===== src/rtl/uart_tx_fifo.sv =====
// Buffered 8N1 UART transmitter: DEPTH-entry byte FIFO feeding a fixed-divider serialiser.
// IDLE | line high, waiting for data   START | start bit   DATA | 8 bits LSB first   STOP | stop bit
module uart_tx_fifo #(
    parameter int CLK_DIV = 104,
    parameter int DEPTH   = 16
) (
    input  logic                     clk,
    input  logic                     rst,
    input  logic                     wr_en,
    input  logic [7:0]               wr_data,
    output logic                     full,
    output logic                     empty,
    output logic [$clog2(DEPTH):0]   count,
    output logic                     overflow,
    output logic                     busy,
    output logic                     tx
);

    localparam int AW = $clog2(DEPTH);
    localparam int CW = AW + 1;
    localparam int BW = (CLK_DIV > 2) ? $clog2(CLK_DIV) : 1;

    typedef enum logic [1:0] {IDLE, START, DATA, STOP} state_t;

    logic [7:0]    mem_q [DEPTH];
    logic [AW-1:0] wptr_q, rptr_q;
    logic [CW-1:0] count_q, count_d;
    logic          full_q, empty_q, overflow_q;
    logic          push, pop;

    state_t        state_q, state_d;
    logic [BW-1:0] baud_q, baud_d;
    logic [2:0]    idx_q, idx_d;
    logic [7:0]    shift_q, shift_d;
    logic          tx_q, tx_d;
    logic          baud_end;

    // full is the pre-edge value, so a same-cycle pop never makes room for a push
    assign push     = wr_en & ~full_q;
    assign baud_end = (baud_q == BW'(CLK_DIV - 1));

    always_comb begin
        count_d = count_q;
        if (push && !pop) begin
            count_d = count_q + CW'(1);
        end else if (pop && !push) begin
            count_d = count_q - CW'(1);
        end
    end

    always_ff @(posedge clk or posedge rst) begin
        if (rst) begin
            for (int i = 0; i < DEPTH; i++) begin
                mem_q[i] <= '0;
            end
            wptr_q     <= '0;
            rptr_q     <= '0;
            count_q    <= '0;
            full_q     <= 1'b0;
            empty_q    <= 1'b1;
            overflow_q <= 1'b0;
        end else begin
            if (push) begin
                mem_q[wptr_q] <= wr_data;
                wptr_q        <= wptr_q + AW'(1);
            end
            if (pop) begin
                rptr_q <= rptr_q + AW'(1);
            end
            if (wr_en && full_q) begin
                overflow_q <= 1'b1;
            end
            count_q <= count_d;
            full_q  <= (count_d == CW'(DEPTH));
            empty_q <= (count_d == '0);
        end
    end

    always_comb begin
        state_d = state_q;
        baud_d  = baud_q;
        idx_d   = idx_q;
        shift_d = shift_q;
        pop     = 1'b0;
        case (state_q)
            IDLE: begin
                if (!empty_q) begin
                    pop     = 1'b1;
                    shift_d = mem_q[rptr_q];
                    baud_d  = '0;
                    state_d = START;
                end
            end
            START: begin
                if (baud_end) begin
                    baud_d  = '0;
                    idx_d   = '0;
                    state_d = DATA;
                end else begin
                    baud_d = baud_q + BW'(1);
                end
            end
            DATA: begin
                if (baud_end) begin
                    baud_d  = '0;
                    shift_d = shift_q >> 1;
                    if (idx_q == 3'd7) begin
                        state_d = STOP;
                    end else begin
                        idx_d = idx_q + 3'd1;
                    end
                end else begin
                    baud_d = baud_q + BW'(1);
                end
            end
            STOP: begin
                if (baud_end) begin
                    baud_d = '0;
                    if (!empty_q) begin
                        pop     = 1'b1;
                        shift_d = mem_q[rptr_q];
                        state_d = START;
                    end else begin
                        state_d = IDLE;
                    end
                end else begin
                    baud_d = baud_q + BW'(1);
                end
            end
            default: state_d = IDLE;
        endcase

        // tx follows the next state so the line is registered with no extra cycle of latency
        case (state_d)
            START:   tx_d = 1'b0;
            DATA:    tx_d = shift_d[0];
            default: tx_d = 1'b1;
        endcase
    end

    always_ff @(posedge clk or posedge rst) begin
        if (rst) begin
            state_q <= IDLE;
            baud_q  <= '0;
            idx_q   <= '0;
            shift_q <= '0;
            tx_q    <= 1'b1;
        end else begin
            state_q <= state_d;
            baud_q  <= baud_d;
            idx_q   <= idx_d;
            shift_q <= shift_d;
            tx_q    <= tx_d;
        end
    end

    assign full     = full_q;
    assign empty    = empty_q;
    assign count    = count_q;
    assign overflow = overflow_q;
    assign busy     = (state_q != IDLE) | ~empty_q;
    assign tx       = tx_q;

endmodule


===== config.mk =====
export PLATFORM = sky130hd
export DESIGN_NAME = uart_tx_fifo
export DESIGN_NICKNAME = d
export VERILOG_FILES = /design/src/rtl/uart_tx_fifo.sv
export SDC_FILE = /design/constraint.sdc
export NUM_CORES = 1
export LEC_CHECK = 0
export CAP_MARGIN = 20
export CORE_MARGIN = 5
export CORE_UTILIZATION = 67
export DETAILED_ROUTE_END_ITERATION = 7
export PLACE_DENSITY = 0.85
export SLEW_MARGIN = 15
export SYNTH_ARGS = -nofsm -noshare
export SYNTH_HDL_FRONTEND = slang
export SYNTH_SLANG_ARGS = --single-unit

===== constraint.sdc =====
create_clock -name clk -period 8.3 [get_ports clk]
set_input_delay 1.245 -clock clk [delete_from_list [all_inputs] [get_ports clk]]
set_output_delay 1.245 -clock clk [all_outputs]
set_load 0.01 [all_outputs]

-- Yosys cells after proc, flatten, opt, wreduce, memory -nomap -nowiden
Cells that the tools add are included.
- muxes and demuxes: 30
- divide/modulo/power cells: 0
- $add $sub $neg: 6
- eq/ne operators: 13
- bitwise logic cells: 6
- shifts and indexed selects: 0
- multipliers: 0
- reduce and logical (&&, ||, !) cells: 14
- $lt $le $gt $ge: 3
- operator list (cell ; number):
    128-bit bitwise mux ; 1
    8-bit two-way mux ; 6
    8-bit binary-select mux with 4-bit select ; 1
    8-bit demux with 4-bit select ; 1
    8-bit one-hot mux with 3 select lines ; 1
    7-bit two-way mux ; 2
    7-bit one-hot mux with 2 select lines ; 1
    5-bit >= comparator, second input constant ; 2
    2-bit two-way mux ; 5
    5-bit two-way mux ; 2
    2-bit != test, second input constant ; 5
    4-bit NOT with 5-bit output ; 2
    3-bit two-way mux ; 3
    4-bit by 1-bit adder with 4-bit output, second input constant ; 2
    2-bit one-hot mux with 4 select lines ; 1
    7-bit by 1-bit adder with 7-bit output, second input constant ; 1
    7-bit equality test, second input constant ; 1
    2-bit equality test, second input constant ; 3
    3-bit one-hot mux with 2 select lines ; 1
    5-bit by 1-bit adder with 5-bit output, second input constant ; 1
    5-bit equality test, second input constant ; 1
    5-bit logical NOT ; 1
    5-bit by 1-bit less-than comparator with 1-bit output, second input constant ; 1
    5-bit by 1-bit subtractor with 5-bit output, second input constant ; 1
    other kinds (16) ; 26
- register bits after elaboration: 165
- bits in latches: 0
- ROM bits: 0
- memory bits (writable): 0
- input bits: 11
- memories: 0
- output and inout port bits: 10
- word-level logic and storage cells: 100

-- Logic depth before layout (Yosys ltp)
Gate-level depths: netlist of run 1.
- depth after elaboration: 8
- gate-level depth with buffers: 9
- mapped depth without buffers: 8

-- Worst setup path before layout of run 1
No wires, ideal clock.
- kind: input port to flip-flop
- start: input port wr_en
- end: register mem_q[100] (netlist bit)
- stages: 5
- library setup time: 0.125 ns
- data required time: 8.175 ns
- data arrival time: 2.483 ns
- buffers on the path: 2
- slack: 5.692 ns
- cell sequence: nor2b_1 clkbuf_1 clkbuf_1 nand3_1 mux2_2
- word-level cells in the longest chain between the ends: 1
- RTL lines (what ; line ; source):
    start, declared ; 9 ; input logic wr_en,
    1-bit bitwise AND ; 39 ; assign push = wr_en & ~full_q;
    end signal, assigned by index ; 64 ; mem_q[wptr_q] <= wr_data;
    end, declared ; 25 ; logic [7:0] mem_q [DEPTH];
No other way between the ends.
A chain may end at the register's enable or synchronous reset.

-- Worst setup path in the final report of run 1
- start: register state_q[1]
- end: output port busy
- word-level cells in the longest chain between the ends: 2
- RTL lines (what ; line ; source):
    start, declared ; 31 ; state_t state_q, state_d;
    start signal, assigned ; 149 ; state_q <= state_d;
    2-bit nonzero test ; 161 ; assign busy = (state_q != IDLE) | ~empty_q;
    1-bit OR ; 161 ;
    end, declared ; 15 ; output logic busy,
No other way between the ends.

==> results of run 1 <==
per-stage QoR:
stage               total power, mW  setup WS (ps)  hold slack [ps]
global placement               2.60           4780              451
CTS                            3.50           4730              460
detailed placement             2.69           4670              445
floorplan                      2.34           2600              452
global route                   3.68           4610              494
finish                         3.49           4730              455
cells by family (layout without fill, tap and decap cells):
logic type / after synthesis / after routing / share of synthesized area
buffers and inverters: 48 / 73 / 0.0254
adders and majority gates: 17 / 17 / 0.0260
xor gates and xnor gates: 8 / 8 / 0.00878
muxes: 170 / 170 / 0.298
AOI/OAI and AO/OA: 70 / 70 / 0.0619
and+or+nand+nor: 99 / 99 / 0.0627
DFF: 165 / 165 / 0.518
report_power, final:
group | switching [mW] | internal (mW)
registers | 0.301 | 1.17
clock network | 0.321 | 0.468
logic | 0.514 | 0.722
total | 1.14 | 2.36
layout make-up:
type	count	area, um^2
repair buffers	23	223
well taps	143	179
flip-flops and latches	165	4140
clock inverters	10	121
inverters	18	72.6
multi-input cells	364	3650
clock buffers	22	474
fillers	679	2710
flip-flops by register name, indices dropped and copies added (netlist names):
register and count:
count 5, baud_q 7, full 1, overflow 1, shift_q 8, mem_q 128, state_q 2, empty 1
tx 1, idx_q 3, wptr_q 4, rptr_q 4
cell usage in the layout (no fill, tap or decap), drive strengths merged, types with 9 or more instances in the layout:
master	instances
mux4	40
nor2	25
ha	15
inv	12
clkbuf	22
clkinv	13
dfrtp	163
nand2	30
o21ai	21
mux2	129
clkdlybuf4s50	20
nand3	9
per-layer routing:
metal	vias up	part of all wire
met5	-	0.0012
li1	2174	-
met1	2638	0.40
met3	50	0.055
met2	163	0.52
met4	4	0.024
final timing paths:
path                       slack (ps)        end
setup / recovery                 4730       busy
min in group asynchronous        1380  mem_q[75]
hold reg to reg                   450   overflow
max in group asynchronous        5510  rptr_q[0]
hold / removal                    450   overflow
setup reg to reg                 5700         tx
worst max-delay path: cells and delay by family (launching register included):
family,cells,cell delay (ps)
AND/OR/NAND/NOR,1,380
adder cells (fa/ha/maj),1,290
flip-flops,1,440
buffers and inverters,3,780
==> summary.md, run 1 <==
• **global-route total usage across every layer** 0.261
• **Syn Std Cell Area** 7980 um^2
• **Total Nets Final** 615
• **routed length per instance** 23.2 um
• **Worst-Skew Late Latency** 440 ps
• **layer carrying the most global-route usage** met2
• **maximum vdd drop** 0.000300 V
• **Worst path slowest cell** sky130_fd_sc_hd__clkdlybuf4s50_1
• **Hold Crit Depth** 1
• **final standard cell utilization of the core** 0.765
• **worst hold-check path type** reg2reg
• **post-route insts no fill** 745
• **area of the core region** 11600 um^2
• **number of distinct library cells after synthesis** 62
• **detail-routed via count per cell** 6.75
• **final critical delay including setup and external delays** 3570 ps
• **DRT iter0 DRCs** 637
• **worst endpoint required time** 7050 ps
• **clock-pin slew on the worst setup and hold paths** 60 ps
• **Finish-stage setup viols** 0
• **Data arrival, critical path** 2320 ps
• **Diodes inserted** 0
• **Die Y-Extent** 119 um
• **placement-stage cell area** 8250 um^2
• **fraction of post-synthesis cell area in the top cell type by area** 0.511
• **largest buffer count on any clock path** 2
• **max-cap violations** 0
• **post-detailed-placement half-perimeter wirelength** 11.1 mm
• **Overflow after GRT** 0
• **gate count after technology mapping** 577
• **aggregate routed wire length** 17.3 mm
• **accumulated negative setup slack** 0 ps
• **number of antenna-violating nets in the routed design** 0
• **number of warnings issued by yosys** 0
• **effective utilization at floorplan** 0.690
• **Final Skew** 10.4 ps
• **library cell with the highest instance count after synthesis** sky130_fd_sc_hd__dfrtp_1
• **dominant register cell in the synthesized netlist** sky130_fd_sc_hd__dfrtp_1
• **per-instance average area after synthesis** 13.8 um^2
• **pin count of the biggest net entering global routing** 101
• **met1 Resource Use GR** 0.322
• **Crit Path Max Fanout** 9
• **cells along the critical path** inv_1 -> ha_1 -> and2_1 -> inv_2 -> clkdlybuf4s50_1
• **post-detailed-route DRC marker count** 0
• **Max-slew headroom** 0.337
• **Inst Count DP** 713
• **setup bufs post-CTS** 0
• **synthesis-stage register bit count** 165
• **post-CTS resize count** 0
• **H-Tree Level Count** 4
• **number of hold buffers added after CTS** 0
• **share of flip-flops with an asynchronous set or reset** 1.00
• **reg-to-reg startpoint** rptr_q[2]
• **number of antenna violations at the first check in global routing** 2
• **clock tree from TritonCTS** yes
• **leakage power figure** 3.76 nW
• **Non-Filler Cell Area, Final** 8850 um^2
• **GRT met2 Usage** 0.436
• **Placement Rows** 39
• **Power per Cell Area** 395 nW/um^2
• **weighted congestion reported at the end of routability-driven placement** 0.851
• **number of global-route vias before repair** 5418
• **maximum frequency from static timing analysis** 280 MHz
• **detailed-router iteration count before antenna repair** 5
• **number of buffers created by CTS** 17
• **worst setup path category** reg2out
• **first-pass GRT wire length** 28.7 mm
• **CP endpoint kind** primary output
• **layout overhead on the synthesized area** 10.9%
• **CP startpoint** state_q[1]
• **CP max stage delay** 490 ps
• **top cells by area in the synthesized netlist** sky130_fd_sc_hd__dfrtp_1 51%, sky130_fd_sc_hd__mux2_2 17%, sky130_fd_sc_hd__mux4_2 10%
• **top cell type by total area after synthesis** sky130_fd_sc_hd__dfrtp_1
• **leading cell types by count after synthesis** 163 x sky130_fd_sc_hd__dfrtp_1, 117 x sky130_fd_sc_hd__mux2_2, 37 x sky130_fd_sc_hd__mux4_2
• **clock sink total** 165
• **hold path startpoint** overflow
• **count of pins over their slew limit** 0
• **CTS Root Buffer Type** sky130_fd_sc_hd__clkbuf_16
• **Die Area** 14200 um^2
• **EDFF count, synth** 0
• **part of the cycle the worst path needs** 0.430
• **number of vias after detailed routing** 5029
• **global-route track usage on met3** 0.0773
• **ports placed on the boundary** 21
• **setup repair after global routing missed its margin** false
• **post-synthesis sequential area ratio** 0.518
• **fraction of final layout cells sized beyond drive strength 1** 0.331
• **actual slew at the worst max-slew pin** 991 ps
• **outcome** completed
• **Die X** 119 um
• **launching element type of the critical path** register
• **Syn Nets** 603
• **worst-case reg-to-reg path depth** 4
• **PortBufs** 20
• **Fin. Hold Viols** 0
Power figures use the tool's default switching activity.
==> inputs of run 2 (changes only) <==
CORE_UTILIZATION = 62   (was 67)
PLACE_DENSITY = 0.8   (was 0.85)
clock period = 3.67 ns   (was 8.3 ns; I/O delays follow)
==> run 2 against run 1 <==
- register-to-register slack lost 4600 ps
- sequential share of layout area decreased by 0.92 points
- largest cell class unchanged
- critical path depth unchanged
- critical path type unchanged
- sequential power increased by 120%
- utilization is 5.0 points lower
- routed wire length up 0.92%
- die area up 7.4%
==> summary.md, run 2 (synthesized netlist as in run 1, its figures left out) <==
• **Overflow after GRT** 0
• **post-detailed-route DRC marker count** 0
• **number of hold buffers added after CTS** 0
• **R2R Path End** empty
• **maximum vdd drop** 0.000456 V
• **Final Skew** 6.19 ps
• **Total Nets Final** 630
• **layout overhead on the synthesized area** 13.1%
• **portion of total power attributed to the clock network** 0.231
• **cell internal power dissipation** 5.42 mW
• **Sw Ratio** 0.318
• **Worst-Skew Late Latency** 430 ps
• **clock tree from TritonCTS** yes
• **outcome** completed
• **post-route total power** 7.96 mW
• **detail-routed via count per cell** 6.42
• **clock-pin slew on the worst setup and hold paths** 60 ps
• **part of the power in combinational logic** 0.365
• **DRT iter0 DRCs** 561
• **setup bufs post-CTS** 0
• **Buffers & Inverters on Critical Path** 3
• **Hold Crit Depth** 1
• **PortBufs** 20
• **number of antenna-violating nets in the routed design** 0
• **area of the core region** 12600 um^2
• **Data arrival, critical path** 2390 ps
• **fraction of power consumed by sequential logic** 0.403
• **ports placed on the boundary** 21
• **largest buffer count on any clock path** 2
• **Placement Rows** 41
• **register with the most flip-flops** mem_q
• **Finish-stage setup viols** 0
• **Diodes inserted** 0
• **Die Y-Extent** 123 um
• **register-to-register setup slack** 1090 ps
• **Crit path depth** 5
• **setup repair after global routing missed its margin** false
• **maximum frequency from static timing analysis** 341 MHz
• **count of pins over their slew limit** 0
• **number of buffers created by CTS** 17
• **first-pass GRT wire length** 29.1 mm
• **Largest delay share family, worst path** buffers and inverters
• **Power per Cell Area** 882 nW/um^2
• **reg-to-reg startpoint** baud_q[0]
• **routed length per instance** 22.1 um
• **H-Tree Level Count** 4
• **Crit Path Max Fanout** 9
• **global-route total usage across every layer** 0.257
• **placement-stage worst setup slack** 893 ps
• **post-detailed-placement half-perimeter wirelength** 11.3 mm
• **hold path startpoint** overflow
• **accumulated negative setup slack** 0 ps
• **number of global-route vias before repair** 5475
• **hold worst-path end** overflow
• **CTS Root Buffer Type** sky130_fd_sc_hd__clkbuf_16
• **pin count of the biggest net entering global routing** 125
• **clock sink total** 165
• **worst-case reg-to-reg path depth** 6
• **Die X** 123 um
• **launching element type of the critical path** register
• **number of vias after detailed routing** 5069
• **cells along the critical path** inv_1 -> ha_1 -> and2_1 -> inv_2 -> clkdlybuf4s50_1
• **CP endpoint kind** primary output
• **part of the cycle the worst path needs** 0.800
• **most used cells in the layout excluding fill and tap cells** 162 x sky130_fd_sc_hd__dfrtp_1, 117 x sky130_fd_sc_hd__mux2_2, 37 x sky130_fd_sc_hd__mux4_2
• **number of antenna violations at the first check in global routing** 0
• **Fin. Hold Viols** 0
• **max-cap violations** 0
• **detailed-router iteration count before antenna repair** 5
• **Die Area** 15200 um^2
• **worst hold-check path type** reg2reg
• **Max-slew headroom** 0.519
• **sw power** 2.53 mW
• **worst endpoint required time** 3120 ps
• **min setup slack post-route** 733 ps
• **fraction of final layout cells sized beyond drive strength 1** 0.344
• **leakage power figure** 3.84 nW
• **Hold WS** 464 ps
• **most common cell after layout, fill and taps aside** sky130_fd_sc_hd__dfrtp_1
• **number of flip-flops under the largest register name** 128
• **final critical delay including setup and external delays** 2940 ps
• **CP max stage delay** 500 ps
• **actual slew at the worst max-slew pin** 721 ps
• **weighted congestion reported at the end of routability-driven placement** 0.901
• **effective utilization at floorplan** 0.632
• **aggregate routed wire length** 17.4 mm
• **post-CTS resize count** 0
• **worst setup path category** reg2out
• **Worst path slowest cell** sky130_fd_sc_hd__clkdlybuf4s50_1
• **registers with the most flip-flops** mem_q: 128 flops, shift_q: 8 flops, baud_q: 7 flops
==> run 2: final cells by class <==
cell class	count	area, um^2
sequential	165	4130
fill	870	3600
clock inverter	9	141
inverter	18	71.3
timing repair buffer	38	348
clock buffer	23	468
multi-input combinational	364	3650
tap	172	215
==> run 2: power groups by stage <==
stage	sequential (mW)	clock, mW	combinational [mW]
after floorplan	2.99	0	2.31
after global placement	3.16	0	2.76
after detailed placement	3.23	0	2.88
after CTS	3.21	1.86	2.91
after global routing	3.33	1.95	3.14
final	3.21	1.84	2.91
==> run 2: stage by stage <==
step	utilization	area, um^2	std cells
after detailed placement	0.667	8410	757
after floorplan	-	7990	577
after CTS	0.715	9020	789
after global routing	0.715	9020	789
after global placement	0.667	8410	757
final	0.715	9020	789
==> run 2: how the worst max path moves through the flow <==
stage                           from   endpoint  slack [ps]
after floorplan                  rst  baud_q[0]        1020
after global placement         wr_en  mem_q[70]         930
after detailed placement       wr_en  mem_q[70]         890
after CTS                 state_q[1]       busy         740
after global routing      state_q[1]       busy         590
final                     state_q[1]       busy         730
==> run 2: layer usage <==
layer,track usage,part of all wire
met2,0.414,0.50
met5,0,0
met1,0.331,0.42
met4,0.109,0.035
met3,0.0714,0.052
==> inputs of run 3 (changes only) <==
CORE_UTILIZATION = 56   (was 62)
PLACE_DENSITY = 0.76   (was 0.8)
clock period = 2.41 ns   (was 3.67 ns; I/O delays follow)
==> run 3 against run 2 <==
- clock skew barely moved
- largest power group unchanged
- critical endpoint is now tx
- total power grew 49%
- design area up 0.72%
- worst setup slack lost 660 ps
- via count fell by 1.1%
- largest cell class unchanged
==> summary.md, run 3 (synthesized netlist as in run 1, its figures left out) <==
• **outcome** completed
• **Placement Rows** 43
• **max-cap violations** 0
• **register with the most flip-flops** mem_q
• **Finish-stage setup viols** 0
• **post-route insts no fill** 805
• **number of antenna-violating nets in the routed design** 0
• **H-Tree Level Count** 4
• **DRT iter0 DRCs** 397
• **accumulated negative setup slack** 0 ps
• **CTS Root Buffer Type** sky130_fd_sc_hd__clkbuf_16
• **number of hold buffers added after CTS** 0
• **Final Skew** 6.44 ps
• **worst endpoint required time** 2760 ps
• **Max-slew headroom** 0.573
• **Die Y-Extent** 129 um
• **Die Area** 16700 um^2
• **placement-stage worst setup slack** -28.9 ps
• **number of global-route vias before repair** 5240
• **Hold WS** 454 ps
• **worst hold-check path type** in2async
• **setup repair after global routing missed its margin** false
• **Power per Cell Area** 1310 nW/um^2
• **Inst Count DP** 776
• **setup bufs post-CTS** 0
• **leakage power figure** 3.87 nW
• **register-to-register setup slack** 80 ps
• **ports placed on the boundary** 21
• **global-route total usage across every layer** 0.220
• **PortBufs** 20
• **R2R Path End** tx
• **registers with the most flip-flops** mem_q: 128 flops, shift_q: 8 flops, baud_q: 7 flops
• **Data arrival, critical path** 2680 ps
• **pin count of the biggest net entering global routing** 118
• **number of flip-flops under the largest register name** 128
• **Non-Filler Cell Area, Final** 9090 um^2
• **layout filler cell count** 978
• **weighted congestion reported at the end of routability-driven placement** 0.903
• **layout overhead on the synthesized area** 13.9%
• **Fin. Hold Viols** 0
• **placement-stage cell area** 8540 um^2
• **most used cells in the layout excluding fill and tap cells** 160 x sky130_fd_sc_hd__dfrtp_1, 117 x sky130_fd_sc_hd__mux2_2, 37 x sky130_fd_sc_hd__mux4_2
• **clock tree from TritonCTS** yes
• **Total Nets Final** 641
• **worst-case reg-to-reg path depth** 4
• **final critical delay including setup and external delays** 2330 ps
• **clock sink total** 165
• **number of vias after detailed routing** 5011
• **Diodes inserted** 0
• **detailed-router iteration count before antenna repair** 5
• **post-CTS resize count** 6
• **post-detailed-route DRC marker count** 0
• **aggregate routed wire length** 16.9 mm
• **clock-pin slew on the worst setup and hold paths** 60 ps
• **part of the cycle the worst path needs** 0.968
• **effective utilization at floorplan** 0.573
• **number of antenna violations at the first check in global routing** 0
• **post-route total power** 11.9 mW
• **Die X** 129 um
• **reg-to-reg startpoint** rptr_q[3]
• **CP endpoint kind** register
• **maximum frequency from static timing analysis** 429 MHz
• **largest buffer count on any clock path** 2
• **maximum vdd drop** 0.000893 V
• **detail-routed via count per cell** 6.22
• **final standard cell utilization of the core** 0.652
• **Crit Path Max Fanout** 7
• **Worst-Skew Late Latency** 430 ps
• **fraction of final layout cells sized beyond drive strength 1** 0.365
• **actual slew at the worst max-slew pin** 640 ps
• **post-detailed-placement half-perimeter wirelength** 11.6 mm
• **area of the core region** 13900 um^2
• **first-pass GRT wire length** 28.2 mm
• **Overflow after GRT** 0
• **count of pins over their slew limit** 0
• **number of buffers created by CTS** 17
• **launching element type of the critical path** register
• **worst setup path category** reg2reg
• **routed length per instance** 21.0 um
• **most common cell after layout, fill and taps aside** sky130_fd_sc_hd__dfrtp_1
• **min setup slack post-route** 77.6 ps
[run 3: worst max path at each step]
stage	startpoint	endpoint	slack (ps)
after floorplan	rst	baud_q[0]	-50
after global placement	wr_en	full	20
after detailed placement	state_q[1]	full	-30
after CTS	state_q[1]	busy	30
after global routing	rptr_q[3]	tx	40
final	rptr_q[3]	tx	80
[run 3: metal layers]
metal  track usage  vias to the layer above  wire length, um
met5             0                        -                0
met4        0.0778                        0              360
met3        0.0507                       30              803
met2         0.361                      144             8580
met1         0.290                     2617             7170
li1              -                     2220                -
[run 3: area by class of cell]
class,instances,area [um^2],share of cell area
clock buffer,21,460,0.0507
clock inverter,8,53.8,0.00592
inverter,18,71.3,0.00785
multi-input combinational,364,3670,0.404
sequential,165,4140,0.455
tap,180,225,0.0248
timing repair buffer,49,470,0.0518
[run 3: power breakdown]
group | internal (mW) | leakage, nW | switching (mW) | total [mW]
Combinational | 2.67 | 1.56 | 1.95 | 4.62
Sequential | 4.02 | 2.05 | 0.835 | 4.85
Clock | 1.35 | 0.255 | 1.06 | 2.42
[run 3: worst max-delay path, stage by stage (launching register included)]
cell	delay, ps
sky130_fd_sc_hd__dfrtp_1	600
sky130_fd_sc_hd__mux4_1	650
sky130_fd_sc_hd__mux4_2	480
sky130_fd_sc_hd__nor3b_1	170
sky130_fd_sc_hd__o311a_1	360
